**src/rtl/heap_sort_drain_if.sv**
```systemverilog
// Element-stream bundle between the heap sorter, the drain stage and the downstream consumer.
// The slave modport is the drain's view, and the master modport is the environment's view.
interface heap_sort_drain_if #(
  parameter int ELEM_W = 23,
  parameter int N_ELEM = 7,
  parameter int IDX_W  = 3
);
  localparam int VEC_W = ELEM_W * N_ELEM;

  logic [VEC_W-1:0]  vec_i;
  logic              vec_valid_i;
  logic              vec_ready_o;
  logic [ELEM_W-1:0] elem_o;
  logic              elem_valid_o;
  logic              elem_ready_i;
  logic              elem_last_o;
  logic [IDX_W-1:0]  elem_idx_o;
  logic              busy_o;
  logic              order_err_o;

  modport slave (
    input  vec_i, vec_valid_i, elem_ready_i,
    output vec_ready_o, elem_o, elem_valid_o, elem_last_o, elem_idx_o, busy_o, order_err_o
  );

  modport master (
    output vec_i, vec_valid_i, elem_ready_i,
    input  vec_ready_o, elem_o, elem_valid_o, elem_last_o, elem_idx_o, busy_o, order_err_o
  );
endinterface

```
**src/rtl/heap_sort_drain.sv**
```systemverilog
// Replays one sorted parallel vector as a serial valid/ready element stream. Back-to-back vectors run with no bubble.
// Defining HEAP_SORT_DRAIN_ORDER_CHECK_EN enables a sticky ascending-order checker on the stream.
module heap_sort_drain #(
  parameter int ELEM_W = 23,
  parameter int N_ELEM = 7,
  parameter int IDX_W  = 3
) (
  input  logic              system1000,
  input  logic              system1000_rst,
  heap_sort_drain_if.slave  bus
);
  localparam int             VEC_W    = ELEM_W * N_ELEM;
  localparam logic [IDX_W-1:0] LAST_IDX = IDX_W'(N_ELEM - 1);

  typedef enum logic {IDLE, STREAM} state_e;

  state_e             state_q, state_d;
  logic [VEC_W-1:0]   sreg_q, sreg_d;
  logic [IDX_W-1:0]   idx_q, idx_d;
  logic               in_stream;
  logic               beat_acc;
  logic               last_beat;
  logic               vec_ready;
  logic               capture;
  logic [ELEM_W-1:0]  elem;

  assign elem = sreg_q[VEC_W-1 -: ELEM_W];

  // NOTE: every signal driven here gets a default first, so no path leaves one unassigned and no latch is inferred.
  always_comb begin
    state_d   = state_q;
    sreg_d    = sreg_q;
    idx_d     = idx_q;
    in_stream = (state_q == STREAM);
    beat_acc  = in_stream && bus.elem_ready_i;
    last_beat = in_stream && (idx_q == LAST_IDX);
    // The last accepted beat frees the register in the same cycle. That path gives the zero-bubble handoff.
    vec_ready = !system1000_rst && (!in_stream || (beat_acc && last_beat));
    capture   = bus.vec_valid_i && vec_ready;

    if (capture) begin
      sreg_d  = bus.vec_i;
      idx_d   = '0;
      state_d = STREAM;
    end else if (beat_acc) begin
      if (last_beat) begin
        state_d = IDLE;
      end else begin
        sreg_d = sreg_q << ELEM_W;
        idx_d  = idx_q + IDX_W'(1);
      end
    end
  end

  // NOTE: state updates use non-blocking assignments, so every flop samples the pre-edge values.
  // NOTE: the shift register is reset too, so elem_o reads zero out of reset rather than stale data.
  always_ff @(posedge system1000 or posedge system1000_rst) begin
    if (system1000_rst) begin
      state_q <= IDLE;
      sreg_q  <= '0;
      idx_q   <= '0;
    end else begin
      state_q <= state_d;
      sreg_q  <= sreg_d;
      idx_q   <= idx_d;
    end
  end

  assign bus.vec_ready_o  = vec_ready;
  assign bus.elem_o       = elem;
  assign bus.elem_valid_o = in_stream;
  assign bus.elem_last_o  = last_beat;
  assign bus.elem_idx_o   = idx_q;
  assign bus.busy_o       = in_stream;

`ifdef HEAP_SORT_DRAIN_ORDER_CHECK_EN
  logic [ELEM_W-1:0] prev_q;
  logic              err_q;

  // Comparisons start fresh at index 0, so the checker never compares elements from different vectors.
  always_ff @(posedge system1000 or posedge system1000_rst) begin
    if (system1000_rst) begin
      prev_q <= '0;
      err_q  <= 1'b0;
    end else if (beat_acc) begin
      prev_q <= elem;
      if ((idx_q != '0) && (elem < prev_q)) err_q <= 1'b1;
    end
  end

  assign bus.order_err_o = err_q;
`else
  assign bus.order_err_o = 1'b0;
`endif

endmodule

```
**src/flat_wrapper.sv**
```systemverilog
// flat-port wrapper written by rule: the top's interface ports become plain ports
module heap_sort_drain_flat 
#(
  parameter int ELEM_W = 23,
  parameter int N_ELEM = 7,
  parameter int IDX_W  = 3
)
  (system1000, system1000_rst, bus_vec_i, bus_vec_valid_i, bus_elem_ready_i, bus_vec_ready_o, bus_elem_o, bus_elem_valid_o, bus_elem_last_o, bus_elem_idx_o, bus_busy_o, bus_order_err_o);
  heap_sort_drain_if #(.ELEM_W(ELEM_W), .N_ELEM(N_ELEM), .IDX_W(IDX_W)) bus_i ();
  input  logic system1000;
  input  logic system1000_rst;
  input wire logic [$bits(bus_i.vec_i)-1:0] bus_vec_i;
  input wire logic [$bits(bus_i.vec_valid_i)-1:0] bus_vec_valid_i;
  input wire logic [$bits(bus_i.elem_ready_i)-1:0] bus_elem_ready_i;
  output wire logic [$bits(bus_i.vec_ready_o)-1:0] bus_vec_ready_o;
  output wire logic [$bits(bus_i.elem_o)-1:0] bus_elem_o;
  output wire logic [$bits(bus_i.elem_valid_o)-1:0] bus_elem_valid_o;
  output wire logic [$bits(bus_i.elem_last_o)-1:0] bus_elem_last_o;
  output wire logic [$bits(bus_i.elem_idx_o)-1:0] bus_elem_idx_o;
  output wire logic [$bits(bus_i.busy_o)-1:0] bus_busy_o;
  output wire logic [$bits(bus_i.order_err_o)-1:0] bus_order_err_o;
  assign bus_i.vec_i = bus_vec_i;
  assign bus_i.vec_valid_i = bus_vec_valid_i;
  assign bus_i.elem_ready_i = bus_elem_ready_i;
  assign bus_vec_ready_o = bus_i.vec_ready_o;
  assign bus_elem_o = bus_i.elem_o;
  assign bus_elem_valid_o = bus_i.elem_valid_o;
  assign bus_elem_last_o = bus_i.elem_last_o;
  assign bus_elem_idx_o = bus_i.elem_idx_o;
  assign bus_busy_o = bus_i.busy_o;
  assign bus_order_err_o = bus_i.order_err_o;
  heap_sort_drain #(.ELEM_W(ELEM_W), .N_ELEM(N_ELEM), .IDX_W(IDX_W)) u_core (.system1000(system1000), .system1000_rst(system1000_rst), .bus(bus_i));
endmodule
```
**config.mk**
```make
export PLATFORM = sky130hd
export DESIGN_NAME = heap_sort_drain_flat
export DESIGN_NICKNAME = d
export VERILOG_FILES = /design/src/rtl/heap_sort_drain_if.sv /design/src/rtl/heap_sort_drain.sv /design/src/flat_wrapper.sv
export SDC_FILE = /design/constraint.sdc
export NUM_CORES = 1
export LEC_CHECK = 0
export ABC_AREA = 1
export ABC_CLOCK_PERIOD_IN_PS = 15850
export CAP_MARGIN = 10
export CORE_ASPECT_RATIO = 1.25
export CORE_MARGIN = 8
export CORE_UTILIZATION = 40
export CTS_BUF_LIST = sky130_fd_sc_hd__clkbuf_4 sky130_fd_sc_hd__clkbuf_8 sky130_fd_sc_hd__clkbuf_16
export CTS_CLUSTER_DIAMETER = 100
export DETAILED_ROUTE_END_ITERATION = 7
export GPL_ROUTABILITY_DRIVEN = 0
export PLACE_DENSITY = 0.66
export SETUP_SLACK_MARGIN = 0.1
export SLEW_MARGIN = 5
export SYNTH_ARGS = -nofsm -noshare
export SYNTH_HDL_FRONTEND = slang
export SYNTH_SLANG_ARGS = --single-unit
```
**constraint.sdc**
```tcl
create_clock -name system1000 -period 15.85 [get_ports system1000]
set_input_delay 3.17 -clock system1000 [delete_from_list [all_inputs] [get_ports system1000]]
set_output_delay 3.17 -clock system1000 [all_outputs]
set_load 0.01 [all_outputs]
```
==> results.yml <==
cts:
  post_cts_resized: 0
  cts_h_tree_lvls: 4
  tritoncts: "built"
  postCtsSetupRepairBufs: 0
  clock_sinks: 165
  cts_buffer_depth: 2
  clock-root-buffer: "clkbuf_16"
  cts_hold_buffers: 0
  clock_latency_of_the_later_clocked_register_in_the_worst_skew_pair_ns: 0.42
  clock_pin_transition_on_the_worst_setup_and_hold_timing_paths_ns: 0.07
  numCtsBuffers: 17
sta:
  report.final.setup_viol: 0
  min_period_ns: 8.25
  finalHoldViolCount: 0
  setup_repair_after_global_routing_missed_its_margin: "false"
  max_clock_freq_ghz: 0.121
  worst_clock_skew_ns: 0.0131
  slew_viol_final: 0
  max_slew_margin: 0.253
  period_share: 0.520
  fin_setup_tns_ns: 0
  whs_ns: 0.489
  tightestPinTransition_ns: 1.12
yosys:
  syn_nets: 1291
  synth_top_flop_cell: "dfrtp_1"
  synth-seq-area-share: 0.489
  netlist_top_cells_count: "nand2_1, nor2_1, dfrtp_1"
  cell_area_synth_um2: 8440
  synthCells: 1124
  post_synth_main_area_contributors: "dfrtp_1, nand2_1, nor2_1, nand4_1, nand3_1"
  yosys.area.top_type_share: 0.489
  synth-seq-cells: 165
  synth_area_leader_cell: "dfrtp_1"
  netlist-cell-type-count: 19
  synth-warning-count: 0
  syn-mean-instance-area_um2: 7.51
  synthArstFlopShare: 1.00
  most_common_cell_in_the_synthesized_netlist: "nand2_1"
  synth_edf_count: 0
cells_and_area:
  filler_cell_count: 2055
  post_route_cells_drive_above_1_share: 0.0405
  layout-area-overhead-vs-synth_pct: 27.0
  design.final.nets: 1391
  fin_area_um2: 10700
power:
  worst_ir_drop_vdd_uv: 96.4
  power.switching_w: 0.000676
  leakage_nw: 5.24
  switching_share: 0.383
  pwr-share-seq: 0.413
  comb_power_share: 0.371
  power.density_cell_area_nw_per_um2: 165
  power.internal_w: 0.00109
  clock_power_share: 0.216
grt:
  gr-usage-met1: 0.248
  grt-ovfl-total: 0
  pin_count_of_the_biggest_net_entering_global_routing: 154
  gr-usage-met3: 0.0396
  antenna_found_initial: 1
  grt_pass1_vias: 7491
  wire_length_of_the_first_global_routing_pass_um: 40800
  global_route.usage.met2: 0.331
  top_usage_layer: "met2"
  grt_usage: 0.196
setup_path:
  critical-path-max-stage-delay_ns: 0.64
  reg2reg_to: "u_core.bus.elem_idx_o[2]$_DFFE_PP0P_"
  timing.reg2reg.setup_slack_ns: 11.91
  path_buf_inv: 4
  cell_depth_of_the_worst_flop_to_flop_path: 9
  cp.arrival_ns: 5.08
  cpLargestDelayFamily: "buffers and inverters"
  timing.critical_path.slowest_stage_cell: "inv_8"
  list_of_cells_traversed_by_the_critical_path: "clkdlybuf4s50_1, inv_8, nand3_1, inv_1, clkdlybuf4s50_1"
  worstSetupStartpointType: "input pin"
  timing.rr.start: "u_core.bus.elem_idx_o[0]$_DFFE_PP0P_"
  critical_path_capture_point_type: "primary output"
  timing.critical_path.mode_cell: "clkdlybuf4s50_1"
  cp.required_ns: 12.68
  crit_path_max_fanout: 153
  critPathKind: "in2out"
placed_design:
  buffer_ports.inserted: 194
  dp_hpwl_um: 16300
  dpl-instance-area_um2: 10200
routing:
  route.detailed.wl_per_inst_um: 17.1
  route.vias.total: 7821
  vias_per_cell: 5.18
  routed_wirelength_um: 25800
  route.detailed.drc: 0
  firstDrtPassIters: 4
  dr.first_iter.drc_count: 604
  antenna_left: 0
die:
  floorplan.die_area_um2: 26000
  core.rowCount: 59
  core-area_um2: 20700
  die-width_um: 146
  floorplan.io_pins: 196
  fp.dieH_um: 178
  initial_util: 0.407
worst_hold_path:
  worstHoldEndpoint: "u_core.sreg_q[45]$_DFFE_PP0P_"
  holdCritPathClass: "reg2reg"
  holdPathStages: 2
  holdCritStartpoint: "u_core.sreg_q[22]$_DFFE_PP0P_"
flow_run:
  cap_violations: 0
status:
  run_status: "finished, final reports clean"
-- stage by stage --
stage,util,cells,setup WS [ns],total power [W]
after floorplan,-,1124,4.02,0.00120
final,0.517,1510,7.60,0.00177
after global placement,0.491,1479,7.45,0.00137
after global routing,0.517,1510,7.35,0.00190
after detailed placement,0.491,1479,7.46,0.00140
after CTS,0.517,1509,7.47,0.00178
-- flip-flops by register name (all words and copies together) (netlist names) --
signal	count
u_core.bus.elem_idx_o	3
u_core.bus.busy_o	1
u_core.sreg_q	161
-- worst register-to-register path, stage by stage (launching register included) --
cell	delay, ns
dfrtp_1	0.41
inv_1	0.06
ha_1	0.22
nand2_4	0.14
buf_4	0.75
nand3_4	0.89
inv_2	1.04
nand3_1	0.16
nand2_1	0.10
nor2_1	0.05
-- area by class of cell --
cell class | count | area (µm²) | share of cell area
timing repair buffer | 204 | 2010 | 0.187
clock inverter | 8 | 53.8 | 0.00502
antenna | 1 | 2.50 | 0.000233
tap | 274 | 343 | 0.0320
inverter | 8 | 40.0 | 0.00373
sequential | 165 | 4130 | 0.385
multi-input combinational | 828 | 3660 | 0.341
clock buffer | 22 | 482 | 0.0449
-- power by group through the flow --
| stage | combinational [W] | sequential [W] | clock (W) |
|---|---|---|---|
| 2_1_floorplan | 0.000512 | 0.000685 | 0 |
| 3_3_place_gp | 0.000647 | 0.000727 | 0 |
| 3_5_place_dp | 0.000661 | 0.000734 | 0 |
| 4_1_cts | 0.000664 | 0.000727 | 0.000389 |
| 5_1_grt | 0.000750 | 0.000748 | 0.000406 |
| 6_report | 0.000655 | 0.000729 | 0.000382 |
-- how the worst max path moves through the flow --
stage / depth (start not counted) / start / endpoint / slack (ns)
after global placement: 5 / system1000_rst / bus_vec_ready_o / 7.45
after global routing: 5 / system1000_rst / bus_vec_ready_o / 7.35
final: 5 / system1000_rst / bus_vec_ready_o / 7.60
after CTS: 5 / system1000_rst / bus_vec_ready_o / 7.47
after detailed placement: 5 / system1000_rst / bus_vec_ready_o / 7.46
after floorplan: 4 / system1000_rst / bus_vec_ready_o / 4.02
-- routing by layer --
metal | share of wire | up-vias
met2 | 0.51 | 223
met5 | 0 | -
met4 | 0.010 | 0
met3 | 0.045 | 15
met1 | 0.43 | 3707
li1 | - | 3876
-- cell usage in the layout (no fill, tap or decap) --
cell type        instances
a21oi_1                  1
buf_2                    1
buf_4                   11
clkbuf_16               17
clkbuf_4                 2
clkbuf_8                 3
clkdlybuf4s50_1        192
clkinv_2                 3
clkinv_4                 1
clkinvlp_4               4
conb_1                   1
dfrtp_1                164
dfrtp_4                  1
diode_2                  1
ha_1                     2
inv_1                    4
inv_2                    2
inv_4                    1
inv_8                    1
nand2_1                283
nand2_4                  1
nand3_1                115
nand3_4                  1
nand4_1                139
nor2_1                 282
o21ai_0                  1
o21ai_4                  1
xor2_1                   1
-- cells by family after synthesis --
kind of cell | synth area share
AND/OR/NAND/NOR | 0.424
flip-flops | 0.489
buffers and inverters | 0.0803
AO/OA/AOI/OAI | 0.00222
adder cells (fa/ha/maj) | 0.00296
XOR/XNOR | 0.00104
other | 0.000444
No activity file was read; power rests on OpenSTA's default activity.
